<file path="src/rtl/tune_player.sv">
// ============================================================================
// Module  : tune_player
// Purpose : Plays stored note sequences as a square wave on a buzzer output.
//           Optional macro TUNE_PLAYER_LOOP_EN adds a loop-playback input.
// Revision: 1.0 - initial release
// ============================================================================
`default_nettype none

module tune_player #(
  parameter int NOTE_W   = 32,
  parameter int TUNE_CNT = 4,
  parameter int TUNE_MAX = 8,
  parameter int GAP_CYC  = 0
) (
  input  logic                        clk,
  input  logic                        rst_n,
  input  logic                        wr_en,
  input  logic [$clog2(TUNE_CNT)-1:0] wr_tune,
  input  logic [$clog2(TUNE_MAX)-1:0] wr_idx,
  input  logic [NOTE_W-1:0]           wr_period,
  input  logic [NOTE_W-1:0]           wr_duration,
  input  logic                        wr_last,
  input  logic                        play_req,
  input  logic [$clog2(TUNE_CNT)-1:0] play_tune,
  input  logic                        stop,
`ifdef TUNE_PLAYER_LOOP_EN
  input  logic                        loop,
`endif
  output logic                        busy,
  output logic                        done,
  output logic [$clog2(TUNE_MAX)-1:0] note_idx,
  output logic                        buzzer_out
);

  localparam int TW = $clog2(TUNE_CNT);
  localparam int IW = $clog2(TUNE_MAX);
  localparam int EW = 2 * NOTE_W + 1;
  localparam logic [IW-1:0]     c_IDX_LAST = IW'(TUNE_MAX - 1);
  localparam logic [NOTE_W-1:0] c_GAP_LAST = (GAP_CYC > 0) ? NOTE_W'(GAP_CYC - 1) : '0;

  typedef enum logic [1:0] {
    S_IDLE = 2'd0,
    S_LOAD = 2'd1,
    S_PLAY = 2'd2,
    S_GAP  = 2'd3
  } state_t;

  state_t            r_state;
  logic [TW-1:0]     r_tune;
  logic [IW-1:0]     r_idx;
  logic [NOTE_W-1:0] r_period;
  logic [NOTE_W-1:0] r_dur;
  logic              r_last;
  logic [NOTE_W-1:0] r_cnt;
  logic [NOTE_W-1:0] r_phase;
  logic              r_done;
  logic              r_buzz;
  logic [EW-1:0]     r_mem [TUNE_CNT*TUNE_MAX];

  logic [EW-1:0]     w_rd;
  logic [NOTE_W-1:0] w_rd_period;
  logic [NOTE_W-1:0] w_rd_dur;
  logic              w_rd_last;
  logic [NOTE_W-1:0] w_dur_last;
  logic              w_play_end;
  logic              w_gap_end;
  logic              w_note_over;
  logic              w_last_note;
  logic              w_loop_on;
  logic              w_tone;
  logic [NOTE_W-1:0] w_half;
  logic              w_ph_wrap;
  logic [NOTE_W-1:0] w_ph_next;

  // Tune memory: write port is independent of reset so contents survive it.
  always_ff @(posedge clk) begin
    if (wr_en) begin
      r_mem[{wr_tune, wr_idx}] <= {wr_last, wr_duration, wr_period};
    end
  end

  // Asynchronous read: a same-cycle write lands after LOAD has sampled.
  assign w_rd        = r_mem[{r_tune, r_idx}];
  assign w_rd_period = w_rd[NOTE_W-1:0];
  assign w_rd_dur    = w_rd[2*NOTE_W-1:NOTE_W];
  assign w_rd_last   = w_rd[EW-1];

  assign w_dur_last  = (r_dur == '0) ? '0 : (r_dur - 1'b1);
  assign w_play_end  = (r_state == S_PLAY) && (r_cnt == w_dur_last);
  assign w_gap_end   = (r_state == S_GAP) && (r_cnt == c_GAP_LAST);
  assign w_note_over = w_gap_end || (w_play_end && (GAP_CYC == 0));
  assign w_last_note = r_last || (r_idx == c_IDX_LAST);

  assign w_tone      = |r_period[NOTE_W-1:1];
  assign w_half      = r_period >> 1;
  assign w_ph_wrap   = (r_phase == (r_period - 1'b1));
  assign w_ph_next   = w_ph_wrap ? '0 : (r_phase + 1'b1);

`ifdef TUNE_PLAYER_LOOP_EN
  logic r_loop;

  always_ff @(posedge clk) begin
    if (!rst_n) begin
      r_loop <= 1'b0;
    end else if (!stop && play_req) begin
      r_loop <= loop;
    end
  end

  assign w_loop_on = r_loop;
`else
  assign w_loop_on = 1'b0;
`endif

  always_ff @(posedge clk) begin
    if (!rst_n) begin
      r_state  <= S_IDLE;
      r_tune   <= '0;
      r_idx    <= '0;
      r_period <= '0;
      r_dur    <= '0;
      r_last   <= 1'b0;
      r_cnt    <= '0;
      r_phase  <= '0;
      r_done   <= 1'b0;
      r_buzz   <= 1'b0;
    end else begin
      r_done <= 1'b0;
      r_buzz <= 1'b0;
      if (stop) begin
        r_state <= S_IDLE;
        r_cnt   <= '0;
        r_phase <= '0;
      end else if (play_req) begin
        r_state <= S_LOAD;
        r_tune  <= play_tune;
        r_idx   <= '0;
        r_cnt   <= '0;
        r_phase <= '0;
      end else if (w_note_over) begin
        r_cnt <= '0;
        if (w_last_note && !w_loop_on) begin
          r_state <= S_IDLE;
          r_done  <= 1'b1;
        end else begin
          r_state <= S_LOAD;
          r_idx   <= w_last_note ? '0 : (r_idx + 1'b1);
        end
      end else begin
        case (r_state)
          S_LOAD: begin
            r_period <= w_rd_period;
            r_dur    <= w_rd_dur;
            r_last   <= w_rd_last;
            r_cnt    <= '0;
            r_phase  <= '0;
            r_buzz   <= |w_rd_period[NOTE_W-1:1];
            r_state  <= S_PLAY;
          end
          S_PLAY: begin
            if (w_play_end) begin
              r_state <= S_GAP;
              r_cnt   <= '0;
            end else begin
              r_cnt   <= r_cnt + 1'b1;
              r_phase <= w_ph_next;
              r_buzz  <= w_tone && (w_ph_next < w_half);
            end
          end
          S_GAP: begin
            r_cnt <= r_cnt + 1'b1;
          end
          default: begin
            r_state <= S_IDLE;
          end
        endcase
      end
    end
  end

  assign busy       = (r_state != S_IDLE);
  assign done       = r_done;
  assign note_idx   = r_idx;
  assign buzzer_out = r_buzz;

endmodule

`default_nettype wire

</file>
<file path="config.mk">
export PLATFORM = sky130hd
export DESIGN_NAME = tune_player
export DESIGN_NICKNAME = d
export VERILOG_FILES = /design/src/rtl/tune_player.sv
export SDC_FILE = /design/constraint.sdc
export NUM_CORES = 2
export LEC_CHECK = 0
export ABC_AREA = 1
export ABC_CLOCK_PERIOD_IN_PS = 4600
export CAP_MARGIN = 20
export CORE_MARGIN = 2
export CORE_UTILIZATION = 25
export CTS_CLUSTER_SIZE = 25
export DETAILED_ROUTE_END_ITERATION = 6
export HOLD_SLACK_MARGIN = 0.05
export SLEW_MARGIN = 25
export SYNTH_ARGS = -nofsm -noshare
export SYNTH_HDL_FRONTEND = slang
export SYNTH_SLANG_ARGS = --single-unit
</file>
<file path="constraint.sdc">
create_clock -name clk -period 4.6 [get_ports clk]
set_clock_uncertainty 0.15 [all_clocks]
set_input_delay 0.92 -clock clk [delete_from_list [all_inputs] [get_ports clk]]
set_output_delay 0.92 -clock clk [all_outputs]
set_load 0.01 [all_outputs]
</file>
==> impl_metrics.toml <==
[clocking]
cts.sinks = 2218
clockRootBuffer = "clkbuf_16"
numCtsBuffers = 212
clk_path_buf_depth = 4
clock_latency_ns = 0.87
htree_levels = 4
clkTransAtPathRegs_ns = 0.06
cts_tree = "built"

[timing]
drv_slew = 0
setup-tns-final_ns = 0
period_needed_ns = 4.25
hold_viol_final = 0
max_freq_mhz = 235
finalCritPeriodShare_pct = 92.4
rsz0062_at_grt = "false"
relSlewSlack_pct = 27.4
worstMarginPinSlew_ns = 1.09
finalSetupViolCount = 0

[floorplan]
core.rowCount = 221
dieHeight_um = 607
pin_count = 83
dieArea_um2 = 368000
die_w_um = 607
core-area_um2 = 362000
initial_core_util_pct = 25.1

[global_route]
grt_util_met3_pct = 2.85
grt_pass1_vias = 60400
antenna_found_initial = 46
grt_max_degree = 212
use_met1_pct = 20.8
grtUsageTotal_pct = 15.2
grt_pass1_wl_um = 418000
busiest_layer = "met2"
grt.overflow.total = 0
use_met2_pct = 24.4

[cells_and_area]
num-nets-final = 7504
fill_cells = 36300
fin_util_pct = 28.9
drive_above_1_share_pct = 8.03
stdcell_count = 12400
area_delta_synth_final_pct = 15.4

[synth]
synth_most_common_cell = "edfxtp_1"
ys_warn_count = 0
seq_area_frac_synth_pct = 71.9
syn_inst = 7409
synth_top_area_share_pct = 68.8
avgSynthCellArea_um2 = 12.3
syn_nets = 7527
async_flop_share_pct = 0
yosys.area.top_type = "edfxtp_1"
synth_area_leaders = "edfxtp_1 (69%), o21ai_0 (6.6%), nor2_1 (6.0%), dfxtp_1 (3.0%), o221ai_1 (2.7%)"
syn_area_um2 = 90800
synth_ff_type = "edfxtp_1"
synth_edf_count = 2080
synthTopCellsByCount = "edfxtp_1 (2080), nor2_1 (1446), o21ai_0 (1194), clkbuf_1 (461), nand2_1 (400)"
ys_seq_elements = 2218
yosysUniqueCellTypes = 53

[critical_path]
crit_required_ns = 5.22
r2r_setup_slack_ns = 0.35
endpoint = "buzzer_out"
cp-startpoint = "r_period[0]"
startpoint_type = "register"
reg2reg_from = "r_period[0]"
critPathCaptureType = "register"
r2r-end = "buzzer_out"
reg2regPathDepth = 20
worstPathArrival_ns = 4.87
critical_path_class = "register to register"
cp_max_fo = 30

[flow_run]
max_cap_violations = 0

[placed_design]
portBuffers = 82
dp_hpwl_um = 153000
place_congestion = 0.848
dp_cells = 12000

[worst_hold_path]
hold_path_class = "register to register"

[power_and_ir_drop]
leakagePower_uw = 0.0333
power_density_nw_per_um2 = 408
peakVddDrop_mv = 0.324

[drt]
drc = 0
dr_total_vias = 63000
postRouteAntennaNets = 0
routed_wl_um = 290000
viasPerCell = 5.09
dr.pass1.iters = 5
wl_per_cell_um = 23.5
drt_iter0_markers = 7754

[run_status]
status = "completed"
-- state kept, by name, indices dropped and copies added, names as in the netlist --
| register | flops |
|---|---|
| done | 1 |
| r_tune | 2 |
| r_last | 1 |
| r_mem | 2080 |
| buzzer_out | 1 |
| note_idx | 3 |
| r_state | 2 |
| r_period | 32 |
| r_dur | 32 |
| r_cnt | 32 |
| r_phase | 32 |
-- metal layers --
metal / up-vias / wire [um] / part of all wire (%)
met5: - / 171 / 0.059
met4: 26 / 9040 / 3.1
met1: 32000 / 121000 / 42
met3: 515 / 26500 / 9.1
met2: 3015 / 133000 / 46
li1: 27400 / - / -
-- cell families after synthesis --
| logic type | Yosys count | synth area share (%) |
|---|---|---|
| XOR/XNOR | 124 | 1.20 |
| AO/OA/AOI/OAI | 1980 | 12.7 |
| flip-flops | 2218 | 71.9 |
| multiplexers | 1 | 0.0110 |
| AND/OR/NAND/NOR | 2338 | 10.6 |
| buffers and inverters | 707 | 3.04 |
| adder cells (fa/ha/maj) | 41 | 0.565 |
-- metrics by stage --
step	worst slack [ns]	instance area [um2]	hold slack (ns)	power, uW
after floorplan	0.0228	90800	0.311	24600
after global placement	0.231	98300	0.352	26000
after detailed placement	0.285	98300	0.364	26100
after CTS	0.232	105000	0.374	42900
after global routing	0.00535	105000	0.396	44000
final	0.350	105000	0.371	42700
-- cell type report --
type	count	area, um2	share of cell area, %
antenna	20	50.0	0.0478
timing repair buffer	271	3050	2.91
sequential	2218	65200	62.3
tap	4794	6000	5.72
multi-input combinational	4484	23100	22.0
clock inverter	125	1070	1.02
inverter	199	777	0.742
clock buffer	254	5520	5.26
-- critical path, stage by stage, from the launching register on --
cell,delay [ns]
dfxtp_1,0.34
inv_1,0.13
ha_1,0.20
nand2_1,0.16
nor2_4,0.25
nand2_1,0.18
o21ai_1,0.16
nand2_1,0.08
nor4_1,0.29
nand4_1,0.17
nor4_2,0.27
buf_12,0.24
nor2_1,0.08
ha_1,0.29
a21oi_1,0.17
a31oi_1,0.13
a2111oi_0,0.40
nand2_1,0.19
nand2_1,0.10
nand2_1,0.05
a21oi_1,0.12
-- where the power goes --
group	total [uW]	switching [uW]	internal (uW)
sequential	22400	88.5	22300
clock	17100	7630	9430
combinational	3250	2370	881
total	42700	10100	32600
-- what timing repair did --
item | in CTS | in global routing
setup buffers | 0 | 1
gates resized for setup | 0 | 10
hold endpoints to repair | 0 | 0
hold buffers | 0 | 0
endpoints found under the setup margin | 0 | 1
-- cells in the final DEF, fill, tap and decap left out, types with 10 or more instances in the layout --
| cell | n |
|---|---|
| dfxtp_1 | 133 |
| buf_4 | 110 |
| nand2_1 | 400 |
| nor3_1 | 67 |
| clkinv_1 | 48 |
| clkdlybuf4s50_1 | 47 |
| ha_1 | 41 |
| diode_2 | 20 |
| clkbuf_16 | 214 |
| nand4_1 | 68 |
| o21ai_0 | 1192 |
| o21ai_1 | 30 |
| edfxtp_1 | 2080 |
| xnor2_1 | 33 |
| or2_2 | 17 |
| o221ai_1 | 276 |
| clkinv_2 | 39 |
| inv_1 | 189 |
| clkinvlp_4 | 11 |
| o211ai_1 | 56 |
| xor2_1 | 91 |
| nand3_1 | 277 |
| nor2_2 | 10 |
| buf_2 | 34 |
| bufinv_16 | 16 |
| nor2_4 | 35 |
| a21oi_1 | 125 |
| o22ai_1 | 276 |
| nor2_1 | 1408 |
| clkbuf_1 | 39 |
| nor4_1 | 21 |
| buf_12 | 79 |
-- how the worst min path moves through the flow --
stage | from | end | slack, ns | cells after the start
3_3_place_gp | r_state[1] | r_state[1] | 0.35 | 2
6_report | r_dur[1] | r_dur[1] | 0.37 | 2
3_5_place_dp | r_state[1] | r_state[1] | 0.36 | 2
5_1_grt | wr_period[9] | r_mem[3][9] | 0.40 | 1
4_1_cts | r_state[1] | r_state[1] | 0.37 | 2
2_1_floorplan | r_dur[1] | r_dur[1] | 0.31 | 2
Note: power is estimated with default switching activity, not from simulation.
